[config.mk]
export PLATFORM = sky130hd
export DESIGN_NAME = exu_wbck_arb_flat
export DESIGN_NICKNAME = d
export VERILOG_FILES = /design/src/rtl/exu_wbck_arb_if.sv /design/src/rtl/exu_wbck_arb.sv /design/src/flat_wrapper.sv
export SDC_FILE = /design/constraint.sdc
export NUM_CORES = 1
export LEC_CHECK = 0
export ABC_AREA = 1
export BUFFER_PORTS_ARGS = -buffer_cell sky130_fd_sc_hd__buf_2
export CORE_MARGIN = 2
export CORE_UTILIZATION = 25
export CTS_CLUSTER_DIAMETER = 80
export DETAILED_ROUTE_END_ITERATION = 8
export PLACE_DENSITY = 0.49
export SETUP_SLACK_MARGIN = 0.05
export SYNTH_ARGS = -nofsm -noshare
export SYNTH_HDL_FRONTEND = slang
export SYNTH_SLANG_ARGS = --single-unit
[constraint.sdc]
create_clock -name clk -period 2.1 [get_ports clk]
set_input_delay 0.315 -clock clk [delete_from_list [all_inputs] [get_ports clk]]
set_output_delay 0.315 -clock clk [all_outputs]
set_load 0.005 [all_outputs]
[src/rtl/exu_wbck_arb_if.sv]
// Writeback bundle between the ALU/LSU producers, the arbiter and the register file.
interface exu_wbck_arb_if #(
    parameter int unsigned XLEN        = 32,
    parameter int unsigned RFIDX_WIDTH = 5
);
    logic                   alu_wbck_i_valid;
    logic                   alu_wbck_i_ready;
    logic [XLEN-1:0]        alu_wbck_i_wdat;
    logic [RFIDX_WIDTH-1:0] alu_wbck_i_rdidx;
    logic                   lsu_wbck_i_valid;
    logic                   lsu_wbck_i_ready;
    logic [XLEN-1:0]        lsu_wbck_i_wdat;
    logic [RFIDX_WIDTH-1:0] lsu_wbck_i_rdidx;
    logic                   rf_wbck_o_ena;
    logic [XLEN-1:0]        rf_wbck_o_wdat;
    logic [RFIDX_WIDTH-1:0] rf_wbck_o_rdidx;
    logic                   wbck_o_busy;

    modport master (
        output alu_wbck_i_valid, alu_wbck_i_wdat, alu_wbck_i_rdidx,
        output lsu_wbck_i_valid, lsu_wbck_i_wdat, lsu_wbck_i_rdidx,
        input  alu_wbck_i_ready, lsu_wbck_i_ready,
        input  rf_wbck_o_ena, rf_wbck_o_wdat, rf_wbck_o_rdidx, wbck_o_busy
    );

    modport slave (
        input  alu_wbck_i_valid, alu_wbck_i_wdat, alu_wbck_i_rdidx,
        input  lsu_wbck_i_valid, lsu_wbck_i_wdat, lsu_wbck_i_rdidx,
        output alu_wbck_i_ready, lsu_wbck_i_ready,
        output rf_wbck_o_ena, rf_wbck_o_wdat, rf_wbck_o_rdidx, wbck_o_busy
    );
endinterface

[src/rtl/exu_wbck_arb.sv]
// Merges ALU and LSU writebacks onto one register-file write port: LSU priority,
// bounded by an ALU anti-starvation counter, with a 1-entry ALU skid buffer.
module exu_wbck_arb #(
    parameter int unsigned XLEN        = 32,
    parameter int unsigned RFIDX_WIDTH = 5,
    parameter int unsigned STARVE_MAX  = 3
) (
    input  logic            clk,
    input  logic            rst_n,
    exu_wbck_arb_if.slave   wb
);
    localparam int unsigned CNT_W = 4;

    logic                   buf_vld;
    logic [XLEN-1:0]        buf_wdat;
    logic [RFIDX_WIDTH-1:0] buf_rdidx;
    logic [CNT_W-1:0]       starve_cnt;

    logic                   alu_cand_vld;
    logic [XLEN-1:0]        alu_cand_wdat;
    logic [RFIDX_WIDTH-1:0] alu_cand_rdidx;
    logic                   force_alu;
    logic                   grant_lsu;
    logic                   grant_alu;
    logic [XLEN-1:0]        gnt_wdat;
    logic [RFIDX_WIDTH-1:0] gnt_rdidx;

    // Candidate selection and grant
    always_comb begin
        alu_cand_vld   = buf_vld | wb.alu_wbck_i_valid;
        alu_cand_wdat  = buf_vld ? buf_wdat  : wb.alu_wbck_i_wdat;
        alu_cand_rdidx = buf_vld ? buf_rdidx : wb.alu_wbck_i_rdidx;
        force_alu      = alu_cand_vld & (starve_cnt == CNT_W'(STARVE_MAX));
        grant_lsu      = wb.lsu_wbck_i_valid & ~force_alu;
        grant_alu      = alu_cand_vld & ~grant_lsu;
        gnt_wdat       = grant_lsu ? wb.lsu_wbck_i_wdat  : alu_cand_wdat;
        gnt_rdidx      = grant_lsu ? wb.lsu_wbck_i_rdidx : alu_cand_rdidx;
    end

    // Ready only depends on buffer occupancy and the starvation force, never on the grant.
    assign wb.alu_wbck_i_ready = ~buf_vld;
    assign wb.lsu_wbck_i_ready = ~force_alu;
    assign wb.wbck_o_busy      = buf_vld;

    // Skid buffer: capture a losing direct ALU input, drain on ALU grant
    always_ff @(posedge clk) begin
        if (!rst_n) begin
            buf_vld   <= 1'b0;
            buf_wdat  <= '0;
            buf_rdidx <= '0;
        end else if (wb.alu_wbck_i_valid & ~buf_vld & ~grant_alu) begin
            buf_vld   <= 1'b1;
            buf_wdat  <= wb.alu_wbck_i_wdat;
            buf_rdidx <= wb.alu_wbck_i_rdidx;
        end else if (buf_vld & grant_alu) begin
            buf_vld   <= 1'b0;
        end
    end

    // Consecutive ALU losses, saturating at STARVE_MAX
    always_ff @(posedge clk) begin
        if (!rst_n) begin
            starve_cnt <= '0;
        end else if (grant_alu | ~alu_cand_vld) begin
            starve_cnt <= '0;
        end else if (starve_cnt != CNT_W'(STARVE_MAX)) begin
            starve_cnt <= starve_cnt + CNT_W'(1);
        end
    end

    // Registered write port; x0 writes are consumed but never enabled
    always_ff @(posedge clk) begin
        if (!rst_n) begin
            wb.rf_wbck_o_ena   <= 1'b0;
            wb.rf_wbck_o_wdat  <= '0;
            wb.rf_wbck_o_rdidx <= '0;
        end else begin
            wb.rf_wbck_o_ena <= (grant_alu | grant_lsu) & (gnt_rdidx != '0);
            if (grant_alu | grant_lsu) begin
                wb.rf_wbck_o_wdat  <= gnt_wdat;
                wb.rf_wbck_o_rdidx <= gnt_rdidx;
            end
        end
    end
endmodule

[src/flat_wrapper.sv]
// flat-port wrapper written by rule: the top's interface ports become plain ports
module exu_wbck_arb_flat 
#(
    parameter int unsigned XLEN        = 32,
    parameter int unsigned RFIDX_WIDTH = 5,
    parameter int unsigned STARVE_MAX  = 3
)
  (clk, rst_n, wb_alu_wbck_i_valid, wb_alu_wbck_i_wdat, wb_alu_wbck_i_rdidx, wb_lsu_wbck_i_valid, wb_lsu_wbck_i_wdat, wb_lsu_wbck_i_rdidx, wb_alu_wbck_i_ready, wb_lsu_wbck_i_ready, wb_rf_wbck_o_ena, wb_rf_wbck_o_wdat, wb_rf_wbck_o_rdidx, wb_wbck_o_busy);
  exu_wbck_arb_if #(.XLEN(XLEN), .RFIDX_WIDTH(RFIDX_WIDTH)) wb_i ();
  input  logic clk;
  input  logic rst_n;
  input wire logic [$bits(wb_i.alu_wbck_i_valid)-1:0] wb_alu_wbck_i_valid;
  input wire logic [$bits(wb_i.alu_wbck_i_wdat)-1:0] wb_alu_wbck_i_wdat;
  input wire logic [$bits(wb_i.alu_wbck_i_rdidx)-1:0] wb_alu_wbck_i_rdidx;
  input wire logic [$bits(wb_i.lsu_wbck_i_valid)-1:0] wb_lsu_wbck_i_valid;
  input wire logic [$bits(wb_i.lsu_wbck_i_wdat)-1:0] wb_lsu_wbck_i_wdat;
  input wire logic [$bits(wb_i.lsu_wbck_i_rdidx)-1:0] wb_lsu_wbck_i_rdidx;
  output wire logic [$bits(wb_i.alu_wbck_i_ready)-1:0] wb_alu_wbck_i_ready;
  output wire logic [$bits(wb_i.lsu_wbck_i_ready)-1:0] wb_lsu_wbck_i_ready;
  output wire logic [$bits(wb_i.rf_wbck_o_ena)-1:0] wb_rf_wbck_o_ena;
  output wire logic [$bits(wb_i.rf_wbck_o_wdat)-1:0] wb_rf_wbck_o_wdat;
  output wire logic [$bits(wb_i.rf_wbck_o_rdidx)-1:0] wb_rf_wbck_o_rdidx;
  output wire logic [$bits(wb_i.wbck_o_busy)-1:0] wb_wbck_o_busy;
  assign wb_i.alu_wbck_i_valid = wb_alu_wbck_i_valid;
  assign wb_i.alu_wbck_i_wdat = wb_alu_wbck_i_wdat;
  assign wb_i.alu_wbck_i_rdidx = wb_alu_wbck_i_rdidx;
  assign wb_i.lsu_wbck_i_valid = wb_lsu_wbck_i_valid;
  assign wb_i.lsu_wbck_i_wdat = wb_lsu_wbck_i_wdat;
  assign wb_i.lsu_wbck_i_rdidx = wb_lsu_wbck_i_rdidx;
  assign wb_alu_wbck_i_ready = wb_i.alu_wbck_i_ready;
  assign wb_lsu_wbck_i_ready = wb_i.lsu_wbck_i_ready;
  assign wb_rf_wbck_o_ena = wb_i.rf_wbck_o_ena;
  assign wb_rf_wbck_o_wdat = wb_i.rf_wbck_o_wdat;
  assign wb_rf_wbck_o_rdidx = wb_i.rf_wbck_o_rdidx;
  assign wb_wbck_o_busy = wb_i.wbck_o_busy;
  exu_wbck_arb #(.XLEN(XLEN), .RFIDX_WIDTH(RFIDX_WIDTH), .STARVE_MAX(STARVE_MAX)) u_core (.clk(clk), .rst_n(rst_n), .wb(wb_i));
endmodule
==> results.txt <==
Outcome: completed
Sw frac: 26.0%
Most common library cell in the layout ignoring fill and taps: nand2_1
Die Area: 15800 um^2
Pre-Repair DR Iteration Count: 4
Hold violation count in the final report: 0
H-tree Lvls: 3
Internal reg-to-reg setup slack: 0.29 ns
CP endpoint: u_core.wb.rf_wbck_o_wdat[0]$_SDFFE_PN0P_
Diode count: 0
Die Wd: 126 um
Final wirelength: 10.6 mm
Max cap viols: 0
Post-synthesis register bit count: 80
Yosys top cell area share: 43.3%
CTS Root Cell: clkbuf_16
Core area: 14500 um^2
Rel. slew slack: 74.2%
Post-Synthesis Net Count: 608
NumNets Final: 710
GPL Wtd Cong: 0.782
PostCTS Resize Cnt: 0
Final period utilization: 86.1%
Hold Path Class: input pin to flop
Worst-Margin Slew: 0.388 ns
Fmax achieved: 553 MHz
Worst Slack Setup Final: 0.292 ns
Core Rows: 44
Ys async rst share: 0%
Cell-internal power: 2.75 mW
Post-route minimum period: 1.81 ns
Setup TNS: 0 ns
Post-synthesis sequential area ratio: 43.3%
Ys flop type: dfxtp_1
Pins Over Slew Limit: 0
Vias in the first global route: 3467
First-pass GRT wire length: 17.2 mm
Setup bufs post-CTS: 0
CP startpoint kind: flop
Clock slew at reported path FFs: 0.06 ns
Top post-synthesis cells by area: dfxtp_1 (43%), nand2_1 (13%), o21ai_0 (10%)
CTS Buf Count: 9
Initial Util: 25.5%
Worst Setup SP: u_core.starve_cnt[0]$_SDFFE_PP0P_
Total GRT Usage: 13.7%
Mean Syn Cell Area: 6.99 um^2
Cell variety after synth: 25
Most frequent cells in the layout: nand2_1 (129), buf_2 (118), dfxtp_1 (80)
Crit path DAT: 2.08 ns
Vias: 3686
Insertion delay to the later sink of the worst-skew pair: 0.34 ns
Num Clock Sinks: 80
Fillers: 1595
Max VDD drop: 0.393 mV
DRC: 0
DRT iter0 DRCs: 152
Capturing point of the worst reg2reg path: u_core.wb.rf_wbck_o_wdat[0]$_SDFFE_PN0P_
Pwr/cell area: 793 nW/um^2
Via-to-Cell Ratio: 4.50
Dominant cell type by area after synthesis: dfxtp_1
P&R area growth vs syn: 26.8%
RSZ-0062 raised after global routing: false
Total power: 3.72 mW
GRT overflow: 0
Clk pwr share: 41.3%
Area of the multi-input gates: 1630 um^2
Hold_buf cts: 0
Largest net degree at the start of global routing: 75
Share of cells above drive strength 1: 23.1%
Final Setup Violations: 0
DR WL/cell: 12.9 um
Critical path class: flop to flop
Combinational Power Share: 13.8%
CTS tree: built
Chip height: 126 um
Required @ worst endpoint: 2.37 ns
Seq pwr share: 44.8%
Ys Warns: 0
Clock skew: 0.00366 ns
Worst R2R Start: u_core.starve_cnt[0]$_SDFFE_PP0P_
FF/Latch Area: 1600 um^2
EDFF count, synth: 0
Critical path fanouts, max: 25
Cells after synthesis: 529
Port Buf Inserts: 118
CP Capture Type: flop
Worst reg2reg path depth: 6
Total net switching power: 965 uW
DP Wirelength: 7.32 mm
Initial antenna violation count: 0
Clock Path Buffers: 2
Post-Syn Area: 3700 um^2
Pleak: 2.28 nW
Final ANT Viol Nets: 0
IO Count: 119
Dpl ws: 0.313 ns
## how the worst min path moves through the flow
stage / to / startpoint / slack [ns] / depth (start not counted)
floorplan: u_core.buf_rdidx[4]$_SDFFE_PN0P_ / u_core.buf_rdidx[4]$_SDFFE_PN0P_ / 0.42 / 2
global placement: u_core.buf_wdat[7]$_SDFFE_PN0P_ / u_core.buf_wdat[7]$_SDFFE_PN0P_ / 0.43 / 2
detailed placement: u_core.buf_wdat[14]$_SDFFE_PN0P_ / u_core.buf_wdat[14]$_SDFFE_PN0P_ / 0.44 / 2
CTS: u_core.wb.rf_wbck_o_wdat[26]$_SDFFE_PN0P_ / wb_lsu_wbck_i_wdat[26] / 0.24 / 5
global route: u_core.wb.rf_wbck_o_wdat[28]$_SDFFE_PN0P_ / wb_lsu_wbck_i_wdat[28] / 0.25 / 3
finish: u_core.wb.rf_wbck_o_wdat[26]$_SDFFE_PN0P_ / wb_lsu_wbck_i_wdat[26] / 0.25 / 5
## worst max-delay path: stages, from the launching register on
cell and delay (ns):
dfxtp_1 0.39, ha_1 0.31, nand3_4 0.14, nand2_4 0.25, buf_4 0.32, o2111ai_1 0.17
a21oi_1 0.14
## synth_stat cells (2+ instances only)
library cell / count
nand3_1: 62
o21ai_0: 75
a31oi_1: 4
buf_2: 8
o2111ai_1: 2
nor2_1: 6
buf_4: 6
buf_6: 4
inv_1: 69
o211ai_1: 8
o21ai_1: 6
xor2_1: 2
nand2_4: 2
a21oi_1: 40
clkbuf_1: 18
dfxtp_1: 80
nand2_1: 129
## routing by layer
layer	track usage (%)	vias to the layer above	wire length, um
met2	22.3	91	4850
li1	-	1917	-
met5	0	-	0
met3	4.11	15	600
met1	16.9	1663	4950
met4	5.62	0	191
## logic make-up after synthesis
| family | share of synthesized area, % |
|---|---|
| adder cells (fa/ha/maj) | 0.338 |
| AO/OA/AOI/OAI | 19.2 |
| flip-flops | 43.3 |
| AND/OR/NAND/NOR | 23.8 |
| XOR/XNOR | 0.711 |
| buffers and inverters | 12.6 |
## final cells by class
class                   count  area share [%]
clock buffers              12            5.05
clock inverters             4           0.961
inverters                  71            5.74
multi-input cells         342            34.8
flip-flops and latches     80            34.2
well taps                 184            4.91
repair buffers            127            14.3
## flip-flops by register name, indices dropped and copies added, names as in the netlist
signal                     flops
u_core.buf_rdidx               5
u_core.buf_wdat               32
u_core.starve_cnt              4
u_core.wb.rf_wbck_o_ena        1
u_core.wb.rf_wbck_o_rdidx      5
u_core.wb.rf_wbck_o_wdat      32
u_core.wb.wbck_o_busy          1
## per-stage QoR
stage               instance area (um^2)  instances  utilization (%)  hold slack [ns]
floorplan                           3700        529                -            0.424
global placement                    4400        804             30.4            0.432
detailed placement                  4400        804             30.4            0.438
CTS                                 4690        820             32.4            0.238
global route                        4690        820             32.4            0.251
finish                              4690        820             32.4            0.252
## power by group through the flow
stage	sequential [mW]	combinational [mW]	clock, mW
2_1_floorplan	1.70	0.308	0
3_3_place_gp	1.70	0.515	0
3_5_place_dp	1.70	0.524	0
4_1_cts	1.67	0.526	1.60
5_1_grt	1.68	0.593	1.65
6_report	1.67	0.515	1.54
Note: power is estimated with default switching activity, not from simulation.
